--- config.mk ---
export PLATFORM = sky130hd
export DESIGN_NAME = frame_burst_writer
export DESIGN_NICKNAME = d
export VERILOG_FILES = /design/src/rtl/frame_burst_writer.sv
export SDC_FILE = /design/constraint.sdc
export NUM_CORES = 2
export LEC_CHECK = 0
export ABC_AREA = 1
export BUFFER_PORTS_ARGS = -buffer_cell sky130_fd_sc_hd__buf_2
export CAP_MARGIN = 25
export CORE_MARGIN = 5
export CORE_UTILIZATION = 50
export CTS_BUF_LIST = sky130_fd_sc_hd__clkbuf_4
export CTS_CLUSTER_SIZE = 20
export DETAILED_ROUTE_END_ITERATION = 12
export PLACE_DENSITY = 0.68
export RECOVER_POWER = 50
export SLEW_MARGIN = 20
export SYNTH_ARGS = -nofsm -noshare
export SYNTH_HDL_FRONTEND = slang
export SYNTH_SLANG_ARGS = --single-unit
--- constraint.sdc ---
create_clock -name clk -period 20.1 [get_ports clk]
set_input_delay 5.025 -clock clk [delete_from_list [all_inputs] [get_ports clk]]
set_output_delay 5.025 -clock clk [all_outputs]
set_load 0.02 [all_outputs]
--- src/rtl/frame_burst_writer.sv ---
//------------------------------------------------------------------------------
// frame_burst_writer
//
// Collects a frame of 32-bit pixels from an upstream reader stage into a
// power-of-two FIFO and drains it to a memory controller as write bursts of
// up to BURST_LEN words. Bursts walk a byte address pointer that starts at
// BASE_ADDR and advances by 4 bytes per committed word.
//
// Ports
//   clk, rst            : sole clock (rising edge), async active-high reset
//   write_req           : frame-start request (honoured only in IDLE)
//   write_req_ack       : one-cycle acknowledge of write_req
//   write_en/write_data : pixel strobe and pixel word {R,G,B,8'h00}
//   frame_pixels        : pixel count of the frame, sampled at acknowledge
//   wr_burst_req        : burst request, held until the first data pull
//   wr_burst_len        : words in the current burst
//   wr_burst_addr       : byte start address of the current burst
//   wr_burst_data_req   : controller pulls one word this cycle
//   wr_burst_data       : burst word, valid the cycle after its pull
//   wr_burst_finish     : controller pulse, burst committed
//   frame_done          : one-cycle pulse, whole frame committed
//   overflow            : sticky, a pixel was dropped on a full FIFO
//------------------------------------------------------------------------------
module frame_burst_writer #(
  parameter int          FIFO_DEPTH = 64,
  parameter int          BURST_LEN  = 16,
  parameter logic [31:0] BASE_ADDR  = 32'h0,
  parameter int          DATA_W     = 32
) (
  input  logic              clk,
  input  logic              rst,
  input  logic              write_req,
  output logic              write_req_ack,
  input  logic              write_en,
  input  logic [DATA_W-1:0] write_data,
  input  logic [23:0]       frame_pixels,
  output logic              wr_burst_req,
  output logic [7:0]        wr_burst_len,
  output logic [31:0]       wr_burst_addr,
  input  logic              wr_burst_data_req,
  output logic [DATA_W-1:0] wr_burst_data,
  input  logic              wr_burst_finish,
  output logic              frame_done,
  output logic              overflow
);

  localparam int          AW          = $clog2(FIFO_DEPTH);
  localparam logic [23:0] BURST_LEN_W = 24'(BURST_LEN);
  localparam logic [AW:0] DEPTH_W     = (AW + 1)'(FIFO_DEPTH);

  localparam logic [2:0] S_IDLE       = 3'd0;
  localparam logic [2:0] S_ACK        = 3'd1;
  localparam logic [2:0] S_COLLECT    = 3'd2;
  localparam logic [2:0] S_BURST_REQ  = 3'd3;
  localparam logic [2:0] S_BURST_DATA = 3'd4;
  localparam logic [2:0] S_BURST_WAIT = 3'd5;
  localparam logic [2:0] S_DONE       = 3'd6;

  // Burst length for the next burst: the full BURST_LEN, or whatever is
  // left of the frame when that is shorter.
  function automatic logic [7:0] clamp_len(input logic [23:0] remaining);
    if (remaining >= BURST_LEN_W) begin
      return BURST_LEN_W[7:0];
    end
    return remaining[7:0];
  endfunction

  logic [2:0]        state_q, state_d;
  logic [23:0]       frame_px_q, frame_px_d;
  logic [23:0]       in_cnt_q, in_cnt_d;
  logic [23:0]       out_cnt_q, out_cnt_d;
  logic [31:0]       ptr_q, ptr_d;
  logic              ovf_q, ovf_d;
  logic [7:0]        blen_q, blen_d;
  logic [31:0]       baddr_q, baddr_d;
  logic [7:0]        pop_cnt_q, pop_cnt_d;
  logic [AW:0]       wr_ptr_q, wr_ptr_d;
  logic [AW:0]       rd_ptr_q, rd_ptr_d;

  logic [DATA_W-1:0] mem [FIFO_DEPTH];
  logic [DATA_W-1:0] burst_data_p1;

  logic [AW:0]       fifo_cnt;
  logic              fifo_full;
  logic              fifo_empty;
  logic [23:0]       remaining;
  logic [7:0]        next_len;
  logic              frame_active;
  logic              px_valid;
  logic              push;
  logic              pop;
  logic              drop;

  // Stage 0: FIFO status, accept/pop decisions
  always_comb begin
    fifo_cnt     = wr_ptr_q - rd_ptr_q;
    fifo_full    = (fifo_cnt == DEPTH_W);
    fifo_empty   = (fifo_cnt == '0);
    remaining    = frame_px_q - out_cnt_q;
    next_len     = clamp_len(remaining);
    frame_active = (state_q == S_COLLECT)    || (state_q == S_BURST_REQ) ||
                   (state_q == S_BURST_DATA) || (state_q == S_BURST_WAIT);
    px_valid     = frame_active && write_en && (in_cnt_q < frame_px_q);
    pop          = ((state_q == S_BURST_REQ) && wr_burst_data_req) ||
                   ((state_q == S_BURST_DATA) && wr_burst_data_req &&
                    (pop_cnt_q < blen_q));
    // A pop in the same cycle frees a slot, so a full FIFO still takes the word.
    push         = px_valid && (!fifo_full || pop);
    drop         = px_valid && fifo_full && !pop;
  end

  always_comb begin
    state_d    = state_q;
    frame_px_d = frame_px_q;
    in_cnt_d   = in_cnt_q;
    out_cnt_d  = out_cnt_q;
    ptr_d      = ptr_q;
    ovf_d      = ovf_q;
    blen_d     = blen_q;
    baddr_d    = baddr_q;
    pop_cnt_d  = pop_cnt_q;
    wr_ptr_d   = wr_ptr_q;
    rd_ptr_d   = rd_ptr_q;

    // A dropped pixel still counts toward the frame, so a lossy frame
    // stalls short of completion instead of absorbing the next frame.
    if (px_valid) begin
      in_cnt_d = in_cnt_q + 24'd1;
    end
    if (drop) begin
      ovf_d = 1'b1;
    end
    if (push) begin
      wr_ptr_d = wr_ptr_q + 1'b1;
    end
    if (pop) begin
      rd_ptr_d = rd_ptr_q + 1'b1;
    end

    case (state_q)
      S_IDLE: begin
        if (write_req) begin
          state_d = S_ACK;
        end
      end

      S_ACK: begin
        frame_px_d = frame_pixels;
        in_cnt_d   = '0;
        out_cnt_d  = '0;
        ptr_d      = BASE_ADDR;
        ovf_d      = 1'b0;
        wr_ptr_d   = '0;
        rd_ptr_d   = '0;
        state_d    = (frame_pixels == 24'd0) ? S_DONE : S_COLLECT;
      end

      S_COLLECT: begin
        // Never issue until the whole burst is buffered: this is what keeps
        // the controller from pulling on an empty FIFO.
        if ((remaining != 24'd0) && (24'(fifo_cnt) >= 24'(next_len))) begin
          blen_d    = next_len;
          baddr_d   = ptr_q;
          pop_cnt_d = '0;
          state_d   = S_BURST_REQ;
        end
      end

      S_BURST_REQ: begin
        if (wr_burst_data_req) begin
          pop_cnt_d = 8'd1;
          state_d   = S_BURST_DATA;
        end
      end

      S_BURST_DATA: begin
        if (pop) begin
          pop_cnt_d = pop_cnt_q + 8'd1;
        end
        if (pop_cnt_d == blen_q) begin
          state_d = S_BURST_WAIT;
        end
      end

      S_BURST_WAIT: begin
        if (wr_burst_finish) begin
          out_cnt_d = out_cnt_q + 24'(blen_q);
          ptr_d     = ptr_q + 32'({blen_q, 2'b00});
          state_d   = ((out_cnt_q + 24'(blen_q)) == frame_px_q) ? S_DONE : S_COLLECT;
        end
      end

      S_DONE: begin
        state_d = S_IDLE;
      end

      default: begin
        state_d = S_IDLE;
      end
    endcase
  end

  // Stage 0 -> 1: control state
  always_ff @(posedge clk or posedge rst) begin
    if (rst) begin
      state_q    <= S_IDLE;
      frame_px_q <= '0;
      in_cnt_q   <= '0;
      out_cnt_q  <= '0;
      ptr_q      <= '0;
      ovf_q      <= 1'b0;
      blen_q     <= '0;
      baddr_q    <= '0;
      pop_cnt_q  <= '0;
      wr_ptr_q   <= '0;
      rd_ptr_q   <= '0;
    end else begin
      state_q    <= state_d;
      frame_px_q <= frame_px_d;
      in_cnt_q   <= in_cnt_d;
      out_cnt_q  <= out_cnt_d;
      ptr_q      <= ptr_d;
      ovf_q      <= ovf_d;
      blen_q     <= blen_d;
      baddr_q    <= baddr_d;
      pop_cnt_q  <= pop_cnt_d;
      wr_ptr_q   <= wr_ptr_d;
      rd_ptr_q   <= rd_ptr_d;
    end
  end

  // Stage 0 -> 1: FIFO storage, no reset needed on pure data
  always_ff @(posedge clk) begin
    if (push) begin
      mem[wr_ptr_q[AW-1:0]] <= write_data;
    end
  end

  // Stage 1: burst output word, one cycle behind its pull; holds otherwise
  always_ff @(posedge clk or posedge rst) begin
    if (rst) begin
      burst_data_p1 <= '0;
    end else if (pop) begin
      burst_data_p1 <= mem[rd_ptr_q[AW-1:0]];
    end
  end

  assign write_req_ack = (state_q == S_ACK);
  assign wr_burst_req  = (state_q == S_BURST_REQ);
  assign frame_done    = (state_q == S_DONE);
  assign overflow      = ovf_q;
  assign wr_burst_len  = blen_q;
  assign wr_burst_addr = baddr_q;
  assign wr_burst_data = burst_data_p1;

  a_no_pop_empty: assert property (@(posedge clk) disable iff (rst) !(pop && fifo_empty));

endmodule

Word level (Yosys, flattened, before mapping)
Memory sizes are Yosys's and may differ from the RTL's. A register that Yosys moved wholly into a read port is not among the register bits.
Index checks and enable logic that the tools add are counted.
{ "classes": {"addsub": 8, "mul": 0, "div": 0, "n_lt_le_gt_ge": 4, "n_eq_ne": 14, "shift": 0, "muxes": 30, "bitwise": 0, "n_reduce_logical": 29} }
{ "op_table": {"columns": ["operator", "n"], "rows": [
  ["$mux 24", 3],
  ["$pmux 32 s2", 1],
  ["$mux 8", 6],
  ["$pmux 24 s2", 1],
  ["$add 32x10->32", 1],
  ["$mux 32", 1],
  ["$mux 7", 4],
  ["$add 24x1->24 const B", 1],
  ["$add 24x8->24", 1],
  ["$eq 24x24->1", 1],
  ["$ge 24x5->1 const B", 1],
  ["$logic_not 24->1", 1],
  ["$lt 24x24->1", 1],
  ["$pmux 8 s3", 1],
  ["$reduce_bool 24->1", 1],
  ["$sub 24x24->24", 1],
  ["$mux 3", 7],
  ["$pmux 3 s6", 1],
  ["$add 7x1->7 const B", 2],
  ["$reduce_bool 2->1", 5],
  ["$eq 3x3->1 const B", 3],
  ["$logic_and 1x1->1", 9],
  ["$add 8x1->8 const B", 1],
  ["$eq 8x8->1", 1],
  ["16 further kinds", 30]
]} }
{ "totals": {"ff_bits": 170, "latchBits": 0, "ramBits": 2048, "mem_bits_ro": 0, "input_bits": 62, "elab_cells": 97, "mem_count": 1} }
{ "mem_list": {"columns": ["name", "words", "word_bits", "rd", "rd_clocked_by_memory_dff", "wr", "line_no", "text"], "rows": [
  ["mem", 64, 32, 1, 1, 1, "80", "logic [DATA_W-1:0] mem [FIFO_DEPTH];"]
]} }

Depth between registers and ports, before layout
{ "depth": {"word_depth": 10, "depth_mapped": 30} }

Least setup slack after synthesis
OpenSTA, ideal clock, no wires.
{ "synth_timing": {"path_kind": "input -> register", "start": "input port wr_burst_data_req", "end": "memory mem[47][0] (enable)", "setup_ns": 0.461, "t_arrival_ns": 8.062, "required_time_ns": 19.639, "slack_ns": 11.577, "stages": 8, "path_cell_list": "inv_1 nor2_1 nand3_2 nand2_2 nor2_1 nor2_2 nand4_1 nor3_1"} }
{ "synth_via": {"elab_chain_len": 7, "elab_cells_between_ends": 8, "classes_between": "mux: 2; reduce/logical: 6"} }
{ "synth_lines": {"columns": ["item", "line_no", "text"], "rows": [
  ["from (decl)", "40", "input logic wr_burst_data_req,"],
  ["$logic_and 1x1->1 (2 in a row)", "105", "((state_q == S_BURST_DATA) && wr_burst_data_req &&"],
  ["$logic_or 1x1->1 (*)", "104", "pop = ((state_q == S_BURST_REQ) && wr_burst_data_req) ||"],
  ["$logic_or 1x1->1 (*)", "108", "push = px_valid && (!fifo_full || pop);"],
  ["$logic_and 1x1->1 (*)", "108", null],
  ["$mux 1 (*)", "234", "if (push) begin"],
  ["$mux 1 (implied by the code) (*)", "235", "mem[wr_ptr_q[AW-1:0]] <= write_data;"],
  ["to (decl)", "80", null]
]} }
Mark *: on every way between the ends. The rest lies on a longest branch, timed or not.

==> flow_summary.json <==
{
  "worstReg2RegEnd": "wr_burst_addr[23]",
  "synth_area_leaders": "edfxtp_1 (66%), o21ai_0 (5.9%), dfrtp_1 (5.3%)",
  "yosysUniqueCellTypes": 53,
  "hold_end": "ptr_q[18]",
  "overflow": 0,
  "clock-sinks": 2246,
  "synthesis.area_per_instance_um2": 12.2,
  "max_fanout_on_critical_path": 79,
  "comb_power_share_pct": 29.9,
  "cp_data_required_time_ns": 20.74,
  "cts_root_buf": "clkbuf_4",
  "final.setup.worst_slack_ns": 10.20,
  "count_of_input_and_output_buffers": 135,
  "drc": 0,
  "ys_ff_latch": 2246,
  "routed_wl_um": 267000,
  "period_minus_slack_ns": 9.90,
  "rows": 158,
  "gates_resized_cts_repair": 0,
  "timing.final.max_slew_violations": 2298,
  "ctsHtreeMaxLevel": 6,
  "outcome": "finished, violations left",
  "preCtsSetupSlack_ns": 10.73,
  "largest_net_degree_at_the_start_of_global_routing": 233,
  "ir_drop_v": 0.000124,
  "synth-main-ff-cell": "edfxtp_1",
  "power.density_nw_per_um2": 125,
  "final.hold.worst_slack_ns": 0.470,
  "post_drt_wl_per_cell_um": 24.7,
  "die_width_um": 441,
  "p_sw_share_pct": 37.2,
  "routabilityCongestion": 0.915,
  "cts_setup_buffers": 0,
  "first_global_vias": 62441,
  "totalNegativeSetupSlack_ns": 0,
  "insertion_delay_ns": 1.33,
  "cts_buffer_depth": 4,
  "post_synth_most_frequent_cells": "edfxtp_1 (2,048), nor2_1 (1,229), o21ai_0 (1,095)",
  "grt_pass1_wl_um": 392000,
  "achievable-frequency_mhz": 101,
  "antenna_left": 0,
  "place.detailed.hpwl_um": 152000,
  "drt_pre_antenna_iters": 8,
  "synth_top_area_share_pct": 66.2,
  "switchingPower_uw": 4830,
  "route.detailed.vias_per_inst": 6.00,
  "clock_skew_ns": 0.154,
  "setup_viol": 0,
  "power.share.sequential_pct": 41.6,
  "hold_vio_cnt_final": 0,
  "async_reset_ff_share_pct": 8.82,
  "r2r_slack_ns": 12.88,
  "critPathLaunchType": "primary input",
  "hold_path.class": "register to register",
  "critical_path.endpoint_type": "async pin",
  "initial_core_util_pct": 50.2,
  "clkSlewWorstSetupHoldPaths_ns": 0.06,
  "die_height_um": 441,
  "floorplan.core_area_um2": 185000,
  "grtUsageTotal_pct": 26.9,
  "number_of_cells_on_the_worst_reg_to_reg_path": 27,
  "synth_seq_area_share_pct": 71.5,
  "p_int_uw": 8140,
  "io_pins": 138,
  "pleak_uw": 0.0355,
  "critical_path.reg2reg.startpoint": "frame_px_q[0]",
  "critPathArrivalTime_ns": 10.53,
  "cts_tree": "yes",
  "number_of_drc_violations_after_detailed_routing_iteration_0": 8360,
  "area_growth_pct": 11.3,
  "dpl-instance-area_um2": 96500,
  "synth_warnings": 0,
  "max-cap-violations": 36,
  "grt_antenna_before_repair": 9,
  "unrepaired_setup_endpoints_after_global_routing": "no",
  "die_area_um2": 195000,
  "synthMostInstantiatedCell": "edfxtp_1",
  "finish.utilization_pct": 55.9,
  "syn-instance-count": 7638,
  "synth_edf_count": 2048,
  "worst_slew_margin_rel_pct": -178,
  "crit_type": "primary input to async pin",
  "synthesis.area_um2": 92900,
  "layout.cell_area.non_filler_um2": 103000,
  "final_net_count": 8151,
  "cts_made_buffers": 581,
  "failed_checks": "max-capacitance violations, max-slew violations",
  "drive_above_1_share_pct": 13.8,
  "synth_largest_area_cell": "edfxtp_1",
  "hold_path_start": "ptr_q[18]",
  "final_min_period_over_clock_period_pct": 49.2,
  "timing.hold.worst_path_depth": 1,
  "holdBufCountCts": 0,
  "tightest_slew_ns": 4.17,
  "num_vias": 64957,
  "proportion_of_power_drawn_by_the_clock_network_pct": 28.5
}
## power groups by stage
| stage | sequential [µW] | clock [µW] | combinational (µW) |
|---|---|---|---|
| after global placement | 5480 | 0 | 3720 |
| after CTS | 5380 | 3770 | 3820 |
| after global routing | 5400 | 4030 | 4190 |
| after floorplan | 5440 | 0 | 2420 |
| after detailed placement | 5480 | 0 | 3810 |
| final | 5400 | 3690 | 3880 |
## state kept, by name, summed over array words and instances, names as in the netlist
register       flops
frame_px_q        24
wr_ptr_q           7
wr_burst_addr     30
rd_ptr_q           7
state_q            3
wr_burst_len       8
in_cnt_q          24
mem             2048
pop_cnt_q          8
ptr_q             30
wr_burst_data     32
overflow           1
out_cnt_q         24
## critical path, cell delays in order
cell and delay, ns:
clkbuf_1 0.08, clkinvlp_2 2.29, clkbuf_1 1.58, clkbuf_1 1.50
## kinds of logic after synthesis
kind of cell / count (synthesis) / synth area share (%)
xor gates and xnor gates: 55 / 0.533
AOI/OAI and AO/OA: 1924 / 12.1
and+or+nand+nor: 2567 / 11.3
DFF: 2246 / 71.5
adders and majority gates: 90 / 1.24
other: 2 / 0.00808
buffers and inverters: 754 / 3.25
## worst max-delay path by stage
stage                            startpoint             to  slack (ns)
after CTS                 wr_burst_data_req     mem[8][26]       12.15
final                                   rst    rd_ptr_q[0]       10.20
after global placement    wr_burst_data_req    mem[40][13]       10.72
after floorplan                         rst  frame_px_q[0]        9.68
after global routing                    rst    rd_ptr_q[0]        8.99
after detailed placement  wr_burst_data_req     mem[8][28]       10.73
## layout by cell type, fill, tap and decap left out, types with 9 or more instances in the layout
master and n:
a21oi_1 138, a31oi_1 14, a41oi_1 23, buf_12 25, buf_16 25, buf_2 94
buf_4 52, clkbuf_1 54, clkbuf_4 813, clkinv_1 86, dfrtp_1 194, diode_2 10
edfxtp_1 2048, ha_1 86, inv_1 267, inv_2 16, nand2_1 814, nand2_2 11
nand3_1 352, nand3b_1 12, nand4_1 53, nor2_1 1168, nor2_2 9, nor2_4 63
nor3_1 46, nor4_1 18, o211ai_1 51, o21ai_0 1124, o221ai_1 206, o22ai_1 330
o31ai_1 15, xnor2_1 13, xor2_1 41
## layer usage
layer | track usage, % | routed length (µm) | up-vias | share of wire [%]
li1 | - | - | 29080 | -
met1 | 35.7 | 102000 | 31636 | 38
met2 | 42.0 | 124000 | 3639 | 46
met3 | 6.28 | 28100 | 596 | 10
met4 | 13.4 | 13800 | 6 | 5.2
met5 | 0 | 44 | - | 0.016
## layout make-up
class                      count  area, µm²
clock inverter               110        568
fill                       15288      81600
sequential                  2246      66500
antenna                       10       25.0
timing repair buffer         250       2250
multi-input combinational   4640      23800
tap                         2480       3100
inverter                     280       1080
clock buffer                 813       6100
## through the flow
stage	total power [µW]	std cells
2_1_floorplan	7860	7640
3_3_place_gp	9200	9850
3_5_place_dp	9290	9872
4_1_cts	13000	10795
5_1_grt	13600	10825
6_report	13000	10829
Note: power is estimated with default switching activity, not from simulation.
